## src/rtl/fetch_stage.sv

```systemverilog
// fetch_stage: instruction-fetch stage and IF/ID pipeline register of the RV32I core.
// Owns the program counter, presents the fetch address to instruction memory and
// registers the fetched word into decode. It also applies load-use stalls,
// branch/jump redirects and the terminal halt requested by decode.
//
// Ports:
//   clk          core clock, rising edge
//   reset        synchronous active-high reset
//   Stall        load-use stall: hold PC and IF/ID
//   Flush        taken branch/JAL/JALR in EX: redirect to BranchTarget, squash IF/ID
//   BranchTarget redirect address (bits [1:0] forced to 0)
//   HaltD        halt decode of the instruction in IF/ID
//   InstrAddr    fetch address, mirrors the PC register
//   InstrData    instruction word read combinationally at InstrAddr
//   D_PC         PC of the instruction in IF/ID
//   D_PCFour     D_PC + 4 (link value)
//   D_Instr      instruction in IF/ID
//   D_Valid      IF/ID holds a real instruction
//   Halted       core halted, sticky until reset
//   FetchCount   number of valid instructions loaded into IF/ID (wraps)
module fetch_stage #(
    parameter logic [31:0] RESET_PC  = 32'h0000_0000,
    parameter logic [31:0] NOP_INSTR = 32'h0000_0013
) (
    input  logic        clk,
    input  logic        reset,
    input  logic        Stall,
    input  logic        Flush,
    input  logic [31:0] BranchTarget,
    input  logic        HaltD,
    output logic [31:0] InstrAddr,
    input  logic [31:0] InstrData,
    output logic [31:0] D_PC,
    output logic [31:0] D_PCFour,
    output logic [31:0] D_Instr,
    output logic        D_Valid,
    output logic        Halted,
    output logic [31:0] FetchCount
);

    localparam logic StRun    = 1'b0;
    localparam logic StHalted = 1'b1;

    logic        state_q, state_d;
    logic [31:0] pc_q, pc_d;
    logic [31:0] d_pc_q, d_pc_d;
    logic [31:0] d_pc_four_q, d_pc_four_d;
    logic [31:0] d_instr_q, d_instr_d;
    logic        d_valid_q, d_valid_d;
    logic [31:0] fetch_count_q, fetch_count_d;
    logic [31:0] pc_plus_four;
    logic        halt_entry;

    assign pc_plus_four = pc_q + 32'd4;
    // A HALT in ID is younger than a branch resolving in EX, so Flush squashes it.
    assign halt_entry   = HaltD && d_valid_q && !Flush;

    always_comb begin
        state_d       = state_q;
        pc_d          = pc_q;
        d_pc_d        = d_pc_q;
        d_pc_four_d   = d_pc_four_q;
        d_instr_d     = d_instr_q;
        d_valid_d     = d_valid_q;
        fetch_count_d = fetch_count_q;

        if (state_q == StHalted) begin
            // Terminal: PC frozen, bubbles into decode, Stall/Flush ignored.
            d_instr_d = NOP_INSTR;
            d_valid_d = 1'b0;
        end else if (Flush) begin
            pc_d      = {BranchTarget[31:2], 2'b00};
            d_instr_d = NOP_INSTR;
            d_valid_d = 1'b0;
        end else if (halt_entry) begin
            state_d   = StHalted;
            d_instr_d = NOP_INSTR;
            d_valid_d = 1'b0;
        end else if (!Stall) begin
            pc_d          = pc_plus_four;
            d_pc_d        = pc_q;
            d_pc_four_d   = pc_plus_four;
            d_instr_d     = InstrData;
            d_valid_d     = 1'b1;
            fetch_count_d = fetch_count_q + 32'd1;
        end
    end

    always_ff @(posedge clk) begin
        if (reset) begin
            state_q       <= StRun;
            pc_q          <= RESET_PC;
            d_pc_q        <= 32'd0;
            d_pc_four_q   <= 32'd0;
            d_instr_q     <= NOP_INSTR;
            d_valid_q     <= 1'b0;
            fetch_count_q <= 32'd0;
        end else begin
            state_q       <= state_d;
            pc_q          <= pc_d;
            d_pc_q        <= d_pc_d;
            d_pc_four_q   <= d_pc_four_d;
            d_instr_q     <= d_instr_d;
            d_valid_q     <= d_valid_d;
            fetch_count_q <= fetch_count_d;
        end
    end

    assign InstrAddr  = pc_q;
    assign D_PC       = d_pc_q;
    assign D_PCFour   = d_pc_four_q;
    assign D_Instr    = d_instr_q;
    assign D_Valid    = d_valid_q;
    assign Halted     = (state_q == StHalted);
    assign FetchCount = fetch_count_q;

endmodule

```

## config.mk

```make
export PLATFORM = sky130hd
export DESIGN_NAME = fetch_stage
export DESIGN_NICKNAME = d
export VERILOG_FILES = /design/src/rtl/fetch_stage.sv
export SDC_FILE = /design/constraint.sdc
export NUM_CORES = 1
export LEC_CHECK = 0
export ABC_AREA = 1
export BUFFER_PORTS_ARGS = -buffer_cell sky130_fd_sc_hd__buf_2
export CAP_MARGIN = 20
export CORE_UTILIZATION = 25
export DETAILED_ROUTE_END_ITERATION = 16
export SYNTH_ARGS = -nofsm -noshare
export SYNTH_HDL_FRONTEND = slang
export SYNTH_SLANG_ARGS = --single-unit
```

## constraint.sdc

```tcl
create_clock -name clk -period 1.3 [get_ports clk]
set_input_delay 0.13 -clock clk [delete_from_list [all_inputs] [get_ports clk]]
set_output_delay 0.13 -clock clk [all_outputs]
set_load 0.005 [all_outputs]
```

; After elaboration in Yosys (flattened, before gate mapping)
; Index checks and enable logic that the tools add are counted.
[op_classes]
add_sub_neg = 2
multipliers = 0
div_mod_pow = 0
order_cmp = 0
eq_ne = 2
shift = 0
n_mux = 6
bitwise = 4
n_reduce_logical = 6
[ops]
columns = op, count
row1 = 32-bit two-way mux, 3
row2 = "32-bit by 1-bit adder with 32-bit output, second input constant", 1
row3 = "32-bit by 3-bit adder with 32-bit output, second input constant", 1
row4 = 1-bit inverter, 4
row5 = 4-bit AND reduction, 1
row6 = 4-bit OR reduction, 1
row7 = 1-bit two-way mux, 3
row8 = 3-bit AND reduction, 1
row9 = 1-bit logical AND, 2
row10 = "2-bit by 1-bit != test with 1-bit output, second input constant", 1
row11 = "2-bit != test, second input constant", 1
row12 = 1-bit logical NOT, 1
[totals]
regBits = 162
latchBits = 0
ram_bits = 0
romBits = 0
in_bits = 69
output_inout_bits = 162
word_cells = 27
mem_count = 0

; Depth between registers and ports, before layout
; Gate-level depths: netlist of run 1.
[depth]
word_depth = 5
mapped_depth = 10

; Worst setup path after synthesis of run 1
; Ideal clock, no wire load.
[synth_path]
kind = register to register
start = register pc_q[3], in the netlist InstrAddr[3]
end = register d_pc_four_q[30], in the netlist D_PCFour[30]
setup_time_ns = 0.115
t_arrival_ns = 1.371
t_required_ns = 1.185
path_slack_ns = -0.187
stages_incl_launch_ff = 11
n_path_buf = 0
period_less_slack_ns = 1.487
cell_sequence = dfxtp_1 ha_1 nand2_1 nor2_2 nand2_2 nor2_2 nand2_1 nand2_1 nand2_1 o21ai_0 inv_1
[synth_between]
elab_chain_len = 1
[synth_lines]
columns = element, line
row1 = "start, declared", 45  ; logic [31:0] pc_q, pc_d;
row2 = "start signal, assigned", 100  ; pc_q <= pc_d;
row3 = 32-bit by 3-bit adder with 32-bit output, 54  ; assign pc_plus_four = pc_q + 32'd4;
row4 = "end signal, assigned", 102  ; d_pc_four_q <= d_pc_four_d;
row5 = "end, declared", 47  ; logic [31:0] d_pc_four_q, d_pc_four_d;
; Every way passes these cells.
; A chain may end at the register's enable or synchronous reset.

; Final worst setup path of run 1
[layout_path]
start = register state_q, in the netlist Halted
end = register fetch_count_q[20], in the netlist FetchCount[20]
[layout_between]
elab_chain_len = 2
[layout_lines]
columns = element, line
row1 = "start, declared", 44  ; logic state_q, state_d;
row2 = "start signal, assigned", 91  ; state_q <= StRun;
row3 = "start signal, assigned", 99  ; state_q <= state_d;
row4 = 1-bit inverter (no line), --
row5 = 4-bit AND reduction (no line), --
row6 = "end signal, assigned", 105  ; fetch_count_q <= fetch_count_d;
row7 = "end, declared", 50  ; logic [31:0] fetch_count_q, fetch_count_d;
; Every way passes these cells.

==> flow_summary.toml, run 1 <==
[final_layout]
final_util_pct = 45.00
final_area_sq_um = 12910
post_layout_nonfiller_instances = 1909
num-nets-final = 1582
drive_gt1_share_pct = 49.21
flow.area_growth_from_synthesis_pct = 77.38

[detailed_routing]
dr.pass1.iters = 5
drt_iter0_markers = 420
drc = 0
wl_microns = 29080
routed-via-count = 8659
drt-vias-per-instance = 4.536
residual_antenna_violating_net_count_after_detailed_routing = 0
wl_per_cell_microns = 15.23

[cts]
insertion_delay_ns = 0.44
clock_transition_at_path_regs_ns = 0.07
clk_path_buf_depth = 2
tritoncts = "yes"
cts-buffers-inserted = 17
root_buffer = "clkbuf_16"
cts_sinks = 156
h-tree-depth = 4

[floorplanning]
pin_count = 231
fp.dieArea_sq_um = 29810
core_sq_um = 28700
fp.dieH_microns = 172.7
start_util_pct = 25.37
dieWidth_microns = 172.7
fp-row-count = 62

[place]
placedCellCount = 1784
gp_routability_congestion = 0.8773
place_area_sq_um = 9906
place_worst_setup_slack_ns = -0.3008
hpwl_microns = 19240
placement.io_buffers = 222

[worst_setup_path]
worst_setup_path_end_kind = "flip-flop"
critPathMaxFanout = 7
r2r_start = "Halted$_SDFF_PP0_"
path_class = "reg2reg"
cp_data_required_time_ns = 1.62
r2r_end = "FetchCount[20]$_SDFFE_PP0P_"
arr_time_crit_path_ns = 1.79
r2r_setup_slack_ns = -0.17
timing.critical_path.from_type = "flip-flop"
worstRegToRegCells = 9

[timing]
worst_slack_ns = -0.1749
finalCritPeriodShare_pct = 113.5
final-hold-violation-count = 0
timing.fmax_mhz = 678.0
setup_repair_after_global_routing_missed_its_margin = "yes"
final-setup-viol-count = 113
clock-skew-final_ns = 0.01433
maxSlewViolCount = 0
timing.final.crit_period_ns = 1.475

[grt]
globalRouteTotalUtil_pct = 18.39
grt_start_max_net_pins = 39
grt_first_pass_wirelength_microns = 43490
leftover_overflow_at_the_end_of_global_routing = 0
grt_pass1_vias = 8165
grt_antenna_before_repair = 3

[synth]
synth.cells.most_frequent = "nand2_1 (271), nor2_1 (184), dfxtp_1 (156)"
syn_avg_cell_area_sq_um = 6.773
synth_area_leaders = "dfxtp_1 (43%), nand2_1 (14%), nor2_1 (9.5%), a21oi_1 (7.9%), o21ai_0 (5.8%)"
portion_of_the_post_synthesis_area_used_by_sequential_elements_pct = 42.89
synthFlopType = "dfxtp_1"
async_flop_share_pct = 0
synthesis.area_sq_um = 7281
synthDominantCellAreaShare_pct = 42.89
ys_seq_elements = 156
yosysWarnings = 0
cell_with_the_most_instances_after_synthesis = "nand2_1"
number_of_distinct_library_cell_variants_in_the_gate_level_netlist_after_synthesis = 38
syn-instance-count = 1075
synth.largest_area_cell = "dfxtp_1"
synth_edf_count = 0

[pwr]
power_leakage_nw = 5.974
totalPowerFinal_mw = 12.85
vdd_ir_max_uv = 615.3
power_per_cell_area_nw_per_um2 = 994.7

[worst_hold_path]
hold-path-cell-count = 3
min_path_type = "in2reg"
min_to = "InstrAddr[13]$_SDFFE_PP0P_"
worstHoldStart = "BranchTarget[13]"

[run_status]
run_status = "finished with violations"
failing_checks = "setup timing"

[flow_run]
drv_cap = 0
-- worst max path at each step --
stage               cells past startpoint                      start                          end
floorplan                              10  InstrAddr[2]$_SDFFE_PP0P_    D_PCFour[28]$_SDFFE_PP0P_
finish                                  9          Halted$_SDFF_PP0_  FetchCount[20]$_SDFFE_PP0P_
detailed placement                     10  InstrAddr[7]$_SDFFE_PP0P_    D_PCFour[29]$_SDFFE_PP0P_
global route                           10          Halted$_SDFF_PP0_  FetchCount[16]$_SDFFE_PP0P_
global placement                       10  InstrAddr[7]$_SDFFE_PP0P_    D_PCFour[29]$_SDFFE_PP0P_
CTS                                     8  InstrAddr[3]$_SDFFE_PP0P_   InstrAddr[18]$_SDFFE_PP0P_
-- critical path, cell delays in order (launching register included) --
cell and delay [ns]:
dfxtp_4 0.36, inv_2 0.06, nand2_4 0.06, nor2_8 0.19
buf_12 0.14, nand3b_4 0.10, nor2_4 0.22, nand4_1 0.10
nand2_1 0.08, nor2_1 0.04
-- power by group --
group,total [mW],switching [mW],leakage (nW),internal (mW)
Combinational,2.36,1.21,4.38,1.14
Sequential,5.23,0.211,1.30,5.02
Clock,5.26,2.18,0.290,3.08
-- area by class of cell --
| type | instances | area, sq um |
|---|---|---|
| Clock inverter | 12 | 162.7 |
| Timing Repair Buffer | 466 | 3577 |
| Fill cell | 2793 | 15790 |
| Antenna cell | 3 | 7.507 |
| Clock buffer | 18 | 439.2 |
| Multi-Input combinational cell | 785 | 4695 |
| Inverter | 85 | 329.1 |
| Sequential cell | 156 | 3224 |
| Tap cell | 384 | 480.5 |
-- cells by family (layout without fill, tap and decap cells) --
family          Yosys count  after routing  synth area share [%]
simple gates            537            537                 31.14
compound gates          222            222                 15.54
flops                   156            156                 42.89
other cells               1              9               0.05151
fa+ha+maj                 2              2                0.3436
buf+inv                 139            581                 7.871
xor+xnor                 18             18                 2.165
-- per-layer routing --
| layer | part of all wire (%) | vias up | track usage [%] |
|---|---|---|---|
| li1 | - | 4288 | - |
| met1 | 42 | 4026 | 22.86 |
| met2 | 49 | 281 | 30.53 |
| met3 | 4.9 | 64 | 3.386 |
| met4 | 4.0 | 0 | 9.071 |
| met5 | 0 | - | 0 |
-- metrics by stage --
stage / setup TNS, ns / hold WS, ns
3_5_place_dp: -12.59 / 0.3540
5_1_grt: -17.98 / 0.0008051
3_3_place_gp: -10.58 / 0.3466
2_1_floorplan: -0.2965 / 0.2564
6_report: -10.34 / 0.01031
4_1_cts: -7.900 / 0.005336
-- flip-flops by register name, summed over array words and instances (netlist names) --
register    cells
D_PCFour       30
D_Instr        32
InstrAddr      30
D_PC           30
FetchCount     32
D_Valid         1
Halted          1
-- cells in the final DEF (no fill, tap or decap), types with 3 or more instances in the layout --
cell type,netlist,routed
buf_8,0,6
a21oi_1,115,84
dlygate4sd3_1,0,49
nor2_4,7,36
diode_2,0,3
nand4_1,4,4
buf_4,8,144
buf_16,0,8
nand2_1,271,229
nand2_2,6,30
nor2_2,11,59
nand2_4,1,19
xor2_2,0,9
buf_2,9,220
dfxtp_1,156,113
nor2_1,184,107
inv_2,4,8
o21ai_0,85,33
nand3_4,0,3
bufinv_16,0,3
dfxtp_2,0,24
nand3_1,36,29
o21ai_4,0,5
and2_1,3,3
nand3_2,2,6
conb_1,1,6
o21ai_1,13,26
o21ai_2,1,35
inv_6,0,5
a21oi_2,0,31
buf_6,1,23
buf_12,0,13
dfxtp_4,0,19
inv_1,80,74
nand3b_1,4,4
clkbuf_16,0,20
-- repair_timing --
action,CTS,global route
hold buffers,49,0
endpoints found under the hold margin,49,0
setup buffers,21,15
cloned,7,3
resized for setup,201,239
pin swaps,82,86
setup endpoints to repair,112,129
Note: power is estimated with default switching activity, not from simulation.
==> inputs of run 2 (changes only) <==
SKIP_LAST_GASP = 1   (was default)
==> run 2 against run 1 <==
The flow still finishes with violations (setup timing); cell count rose by 0.42%; global-route usage down 0.057 points; non-clock buffer count rose by 8; highest routed layer unchanged.
==> flow_summary.toml, run 2 (synthesis results as in run 1) <==
[place]
placedCellCount = 1784
gp_routability_congestion = 0.8773
placement.io_buffers = 222
place_worst_setup_slack_ns = -0.3008
hpwl_microns = 19240

[floorplanning]
fp-row-count = 62
fp.dieH_microns = 172.7
start_util_pct = 25.37
fp.dieArea_sq_um = 29810
core_sq_um = 28700
dieWidth_microns = 172.7
pin_count = 231

[pwr]
comb_power_share_pct = 18.7
sequentialPowerShare_pct = 40.5
clockPowerShare_pct = 40.7
power_report.internal_total_mw = 9.264
switching_share_pct = 28.24
power_per_cell_area_nw_per_um2 = 984.2
switchingPower_mw = 3.645
vdd_ir_max_uv = 598.2
power_leakage_nw = 6.037

[cts]
clk_path_buf_depth = 2
h-tree-depth = 4
tritoncts = "yes"
cts_sinks = 156
root_buffer = "clkbuf_16"
cts-buffers-inserted = 17
insertion_delay_ns = 0.44
clock_transition_at_path_regs_ns = 0.07

[timing]
timing.fmax_mhz = 657.9
setup_repair_after_global_routing_missed_its_margin = "yes"
maxSlewViolCount = 0
worst_slack_ns = -0.2201
final-setup-viol-count = 133
timing.final.crit_period_ns = 1.520
totalNegativeSetupSlack_ns = -10.43
clock-skew-final_ns = 0.01187
final-hold-violation-count = 0
finalCritPeriodShare_pct = 116.9

[grt]
grt_start_max_net_pins = 39
leftover_overflow_at_the_end_of_global_routing = 0
grt_pass1_vias = 8167
grt_antenna_before_repair = 3
grt_first_pass_wirelength_microns = 43370
globalRouteTotalUtil_pct = 18.33

[run_status]
run_status = "finished with violations"
failing_checks = "setup timing"

[final_layout]
drive_gt1_share_pct = 49.54
mostFrequentLayoutCell = "nand2_1"
layout_common_cells = "nand2_1 (230), buf_2 (221), buf_4 (150), dfxtp_1 (112), nor2_1 (109)"
post_layout_nonfiller_instances = 1917
final_util_pct = 45.70
flow.area_growth_from_synthesis_pct = 80.15
num-nets-final = 1590

[worst_setup_path]
worstRegToRegCells = 9
arr_time_crit_path_ns = 1.88
worst_setup_path_end_kind = "flip-flop"
r2r_end = "InstrAddr[16]$_SDFFE_PP0P_"
r2r_start = "InstrAddr[3]$_SDFFE_PP0P_"
path_class = "reg2reg"
timing.critical_path.from_type = "flip-flop"
cp_data_required_time_ns = 1.66
r2r_setup_slack_ns = -0.22
critPathMaxFanout = 4

[detailed_routing]
wl_microns = 29790
residual_antenna_violating_net_count_after_detailed_routing = 0
drt-vias-per-instance = 4.556
routed-via-count = 8734
drt_iter0_markers = 476
wl_per_cell_microns = 15.54
dr.pass1.iters = 5
drc = 0

[flow_run]
drv_cap = 0

[worst_hold_path]
min_to = "InstrAddr[13]$_SDFFE_PP0P_"
worstHoldStart = "BranchTarget[13]"
hold-path-cell-count = 3
min_path_type = "in2reg"
run 2: changes by cell type in the layout (fill, tap and decap cells not counted), moves of 3 or more:
cell       previous run  this run
nor2_4               36        49
nand3_2               6         9
clkbuf_16            20        23
nand3_1              29        25
nor2_2               59        44
o21ai_1              26        29
buf_4               144       150
run 2: per-layer routing:
metal  GRT usage, %  share of wire [%]  wire [microns]  vias to the layer above
li1               -                  -               -                     4305
met1          22.56                 43           12670                     4112
met2          30.81                 49           14540                      253
met3          3.320                4.6            1379                       64
met4          8.923                4.0            1201                        0
met5              0                  0               0                        -
run 2: critical path: stages, from the launching register on:
cell,delay (ns)
dfxtp_4,0.37
ha_4,0.13
nand2_2,0.06
nor2_4,0.12
buf_4,0.14
nand2_4,0.06
nor2_4,0.17
xor2_2,0.17
nand2_1,0.09
a21oi_2,0.14
run 2: cell type report:
class                      count  area (sq um)
fill                        2750         15590
multi-input combinational    785          4802
timing repair buffer         474          3665
sequential                   156          3231
tap                          384         480.5
clock buffer                  18         439.2
inverter                      85         329.1
clock inverter                12         162.7
antenna                        3         7.507
run 2: repair_timing:
action,in CTS,in global routing
cloned,7,6
pin swaps,73,92
endpoints found under the hold margin,49,0
setup endpoints to repair,112,129
buffers inserted,21,21
gates resized for setup,174,280
hold buffers,49,0
run 2: stage by stage:
step                hold slack (ns)  cell area [sq um]  power, mW
global route                0.01248              13120      13.38
global placement             0.3466               9906      6.930
floorplan                    0.2564               7362      6.072
CTS                        0.005329              11880      12.62
finish                      0.01223              13120      12.91
detailed placement           0.3540               9906      6.951
run 2: worst max path at each step:
stage,from,endpoint,cells past startpoint
finish,InstrAddr[3]$_SDFFE_PP0P_,InstrAddr[16]$_SDFFE_PP0P_,9
detailed placement,InstrAddr[7]$_SDFFE_PP0P_,D_PCFour[29]$_SDFFE_PP0P_,10
CTS,InstrAddr[3]$_SDFFE_PP0P_,InstrAddr[18]$_SDFFE_PP0P_,8
global route,InstrAddr[3]$_SDFFE_PP0P_,InstrAddr[16]$_SDFFE_PP0P_,9
global placement,InstrAddr[7]$_SDFFE_PP0P_,D_PCFour[29]$_SDFFE_PP0P_,10
floorplan,InstrAddr[2]$_SDFFE_PP0P_,D_PCFour[28]$_SDFFE_PP0P_,10
run 2: power by group through the flow:
stage	logic, mW	clock network, mW	registers (mW)
6_report	2.42	5.26	5.23
5_1_grt	2.59	5.53	5.26
4_1_cts	2.02	5.39	5.21
3_5_place_dp	1.64	0	5.31
3_3_place_gp	1.63	0	5.30
2_1_floorplan	0.724	0	5.35
==> inputs of run 3 (changes only) <==
==> constraint.sdc (replaced) <==
create_clock -name clk -period 1.3 [get_ports clk]
set_input_delay 0.195 -clock clk [delete_from_list [all_inputs] [get_ports clk]]
set_output_delay 0.195 -clock clk [all_outputs]
set_load 0.005 [all_outputs]
==> run 3 against run 2 <==
The flow still finishes with violations (setup timing); die area is the same; critical path depth down 2; largest power group is now sequential cells; register-to-register slack hardly changed; combinational power down 5%; via count decreased by 0.44%; cell count shrank 0.83%; critical endpoint is now InstrAddr[23]$_SDFFE_PP0P_.
==> flow_summary.toml, run 3 (synthesis results as in run 1) <==
[worst_setup_path]
worst_setup_path_end_kind = "flip-flop"
crit_path_cell_trace = "buf_6, buf_6, o21ai_4, clkinv_4, buf_12, a21oi_1, a21oi_2"
timing.critical_path.from_type = "flip-flop"
path_class = "reg2reg"
timing.critical_path.mode_cell = "buf_6"
cp_data_required_time_ns = 1.63
crit_slowest_cell = "dfxtp_4"
critical-path-top-delay-family = "buffers and inverters"
crit_path_max_incr_delay_ns = 0.35
crit_buf_inv = 4
arr_time_crit_path_ns = 1.85
critPathMaxFanout = 5

[cts]
insertion_delay_ns = 0.45
tritoncts = "yes"
h-tree-depth = 4
cts_sinks = 156
clk_path_buf_depth = 2
cts-buffers-inserted = 17
root_buffer = "clkbuf_16"
clock_transition_at_path_regs_ns = 0.07

[floorplanning]
fp-row-count = 62
core_sq_um = 28700
fp.dieArea_sq_um = 29810
fp.dieH_microns = 172.7
dieWidth_microns = 172.7
start_util_pct = 25.37
pin_count = 231

[detailed_routing]
drt_iter0_markers = 379
routed-via-count = 8696
wl_per_cell_microns = 15.76
dr.pass1.iters = 6
residual_antenna_violating_net_count_after_detailed_routing = 0
drc = 0
wl_microns = 29960
drt-vias-per-instance = 4.574

[timing]
finalCritPeriodShare_pct = 116.8
final-setup-viol-count = 143
clock-skew-final_ns = 0.01587
setup_repair_after_global_routing_missed_its_margin = "yes"
timing.final.crit_period_ns = 1.519
maxSlewViolCount = 0
timing.fmax_mhz = 658.4
final.hold.worst_slack_ns = 0.01383
totalNegativeSetupSlack_ns = -13.23
worst_slack_ns = -0.2189
final-hold-violation-count = 0

[pwr]
clockPowerShare_pct = 40.4
power_per_cell_area_nw_per_um2 = 990.6
power_leakage_nw = 5.837
power_report.internal_total_mw = 8.919
comb_power_share_pct = 18.2
switching_share_pct = 29.24
vdd_ir_max_uv = 722.5
sequentialPowerShare_pct = 41.3
switchingPower_mw = 3.686

[final_layout]
flow.area_growth_from_synthesis_pct = 74.77
final_util_pct = 44.33
drive_gt1_share_pct = 48.51
layout_common_cells = "nand2_1 (242), buf_2 (215), buf_4 (141), nor2_1 (123), dfxtp_1 (105)"
mostFrequentLayoutCell = "nand2_1"
num-nets-final = 1571

[grt]
globalRouteTotalUtil_pct = 18.99
leftover_overflow_at_the_end_of_global_routing = 0
grt_first_pass_wirelength_microns = 44600
grt_pass1_vias = 8381
grt_antenna_before_repair = 5
grt_start_max_net_pins = 34

[place]
gp_routability_congestion = 0.8911
place_worst_setup_slack_ns = -0.2445
placement.io_buffers = 222
hpwl_microns = 19570

[worst_hold_path]
min_path_type = "in2reg"

[run_status]
failing_checks = "setup timing"
run_status = "finished with violations"

[flow_run]
drv_cap = 0
run 3: worst min-delay path: stages:
cell,delay [ns]
buf_2,0.09
a21oi_2,0.05
a21oi_2,0.09
run 3: repair_timing:
action                                  in CTS  in global routing
hold endpoints to repair                    31                  0
resized for setup                          167                235
setup buffers                               20                 21
endpoints found under the setup margin     124                164
hold buffers                                31                  0
cloned                                       9                  6
pin swaps                                   58                 66
run 3: path summary, 6_finish.rpt:
check	cells after the start	endpoint	startpoint	slack, ns
max	7	InstrAddr[23]$_SDFFE_PP0P_	Halted$_SDFF_PP0_	-0.22
min	3	InstrAddr[27]$_SDFFE_PP0P_	BranchTarget[27]	0.01
max reg2reg	7	InstrAddr[23]$_SDFFE_PP0P_	Halted$_SDFF_PP0_	-0.22
min reg2reg	2	D_Instr[2]$_SDFFE_PP0N_	D_Instr[2]$_SDFFE_PP0N_	0.47
run 3: layout make-up:
cell class / count / area [sq um]
repair buffers: 455 / 3515
clock inverters: 12 / 126.4
fillers: 2831 / 15980
flip-flops and latches: 156 / 3244
inverters: 85 / 339.1
multi-input cells: 785 / 4553
clock buffers: 20 / 456.7
diodes: 4 / 10.01
well taps: 384 / 480.5
run 3: power by group through the flow:
stage / Combinational [mW] / Sequential (mW) / Clock (mW)
2_1_floorplan: 0.724 / 5.35 / 0
3_3_place_gp: 1.64 / 5.30 / 0
3_5_place_dp: 1.65 / 5.31 / 0
4_1_cts: 2.01 / 5.20 / 5.18
5_1_grt: 2.48 / 5.24 / 5.36
6_report: 2.30 / 5.21 / 5.10
run 3: metrics by stage:
stage / total power [mW] / instance area, sq um / instances
floorplan: 6.072 / 7362 / 1080
global placement: 6.942 / 9946 / 1786
detailed placement: 6.962 / 9946 / 1786
CTS: 12.39 / 11720 / 1877
global route: 13.08 / 12720 / 1900
finish: 12.60 / 12720 / 1901
run 3: per-layer routing:
| layer | vias up | GRT usage (%) | wire length, microns |
|---|---|---|---|
| met1 | 4069 | 22.97 | 12600 |
| met5 | - | 0 | 13 |
| met3 | 65 | 4.222 | 1534 |
| li1 | 4294 | - | - |
| met2 | 266 | 31.33 | 14690 |
| met4 | 2 | 10.29 | 1115 |
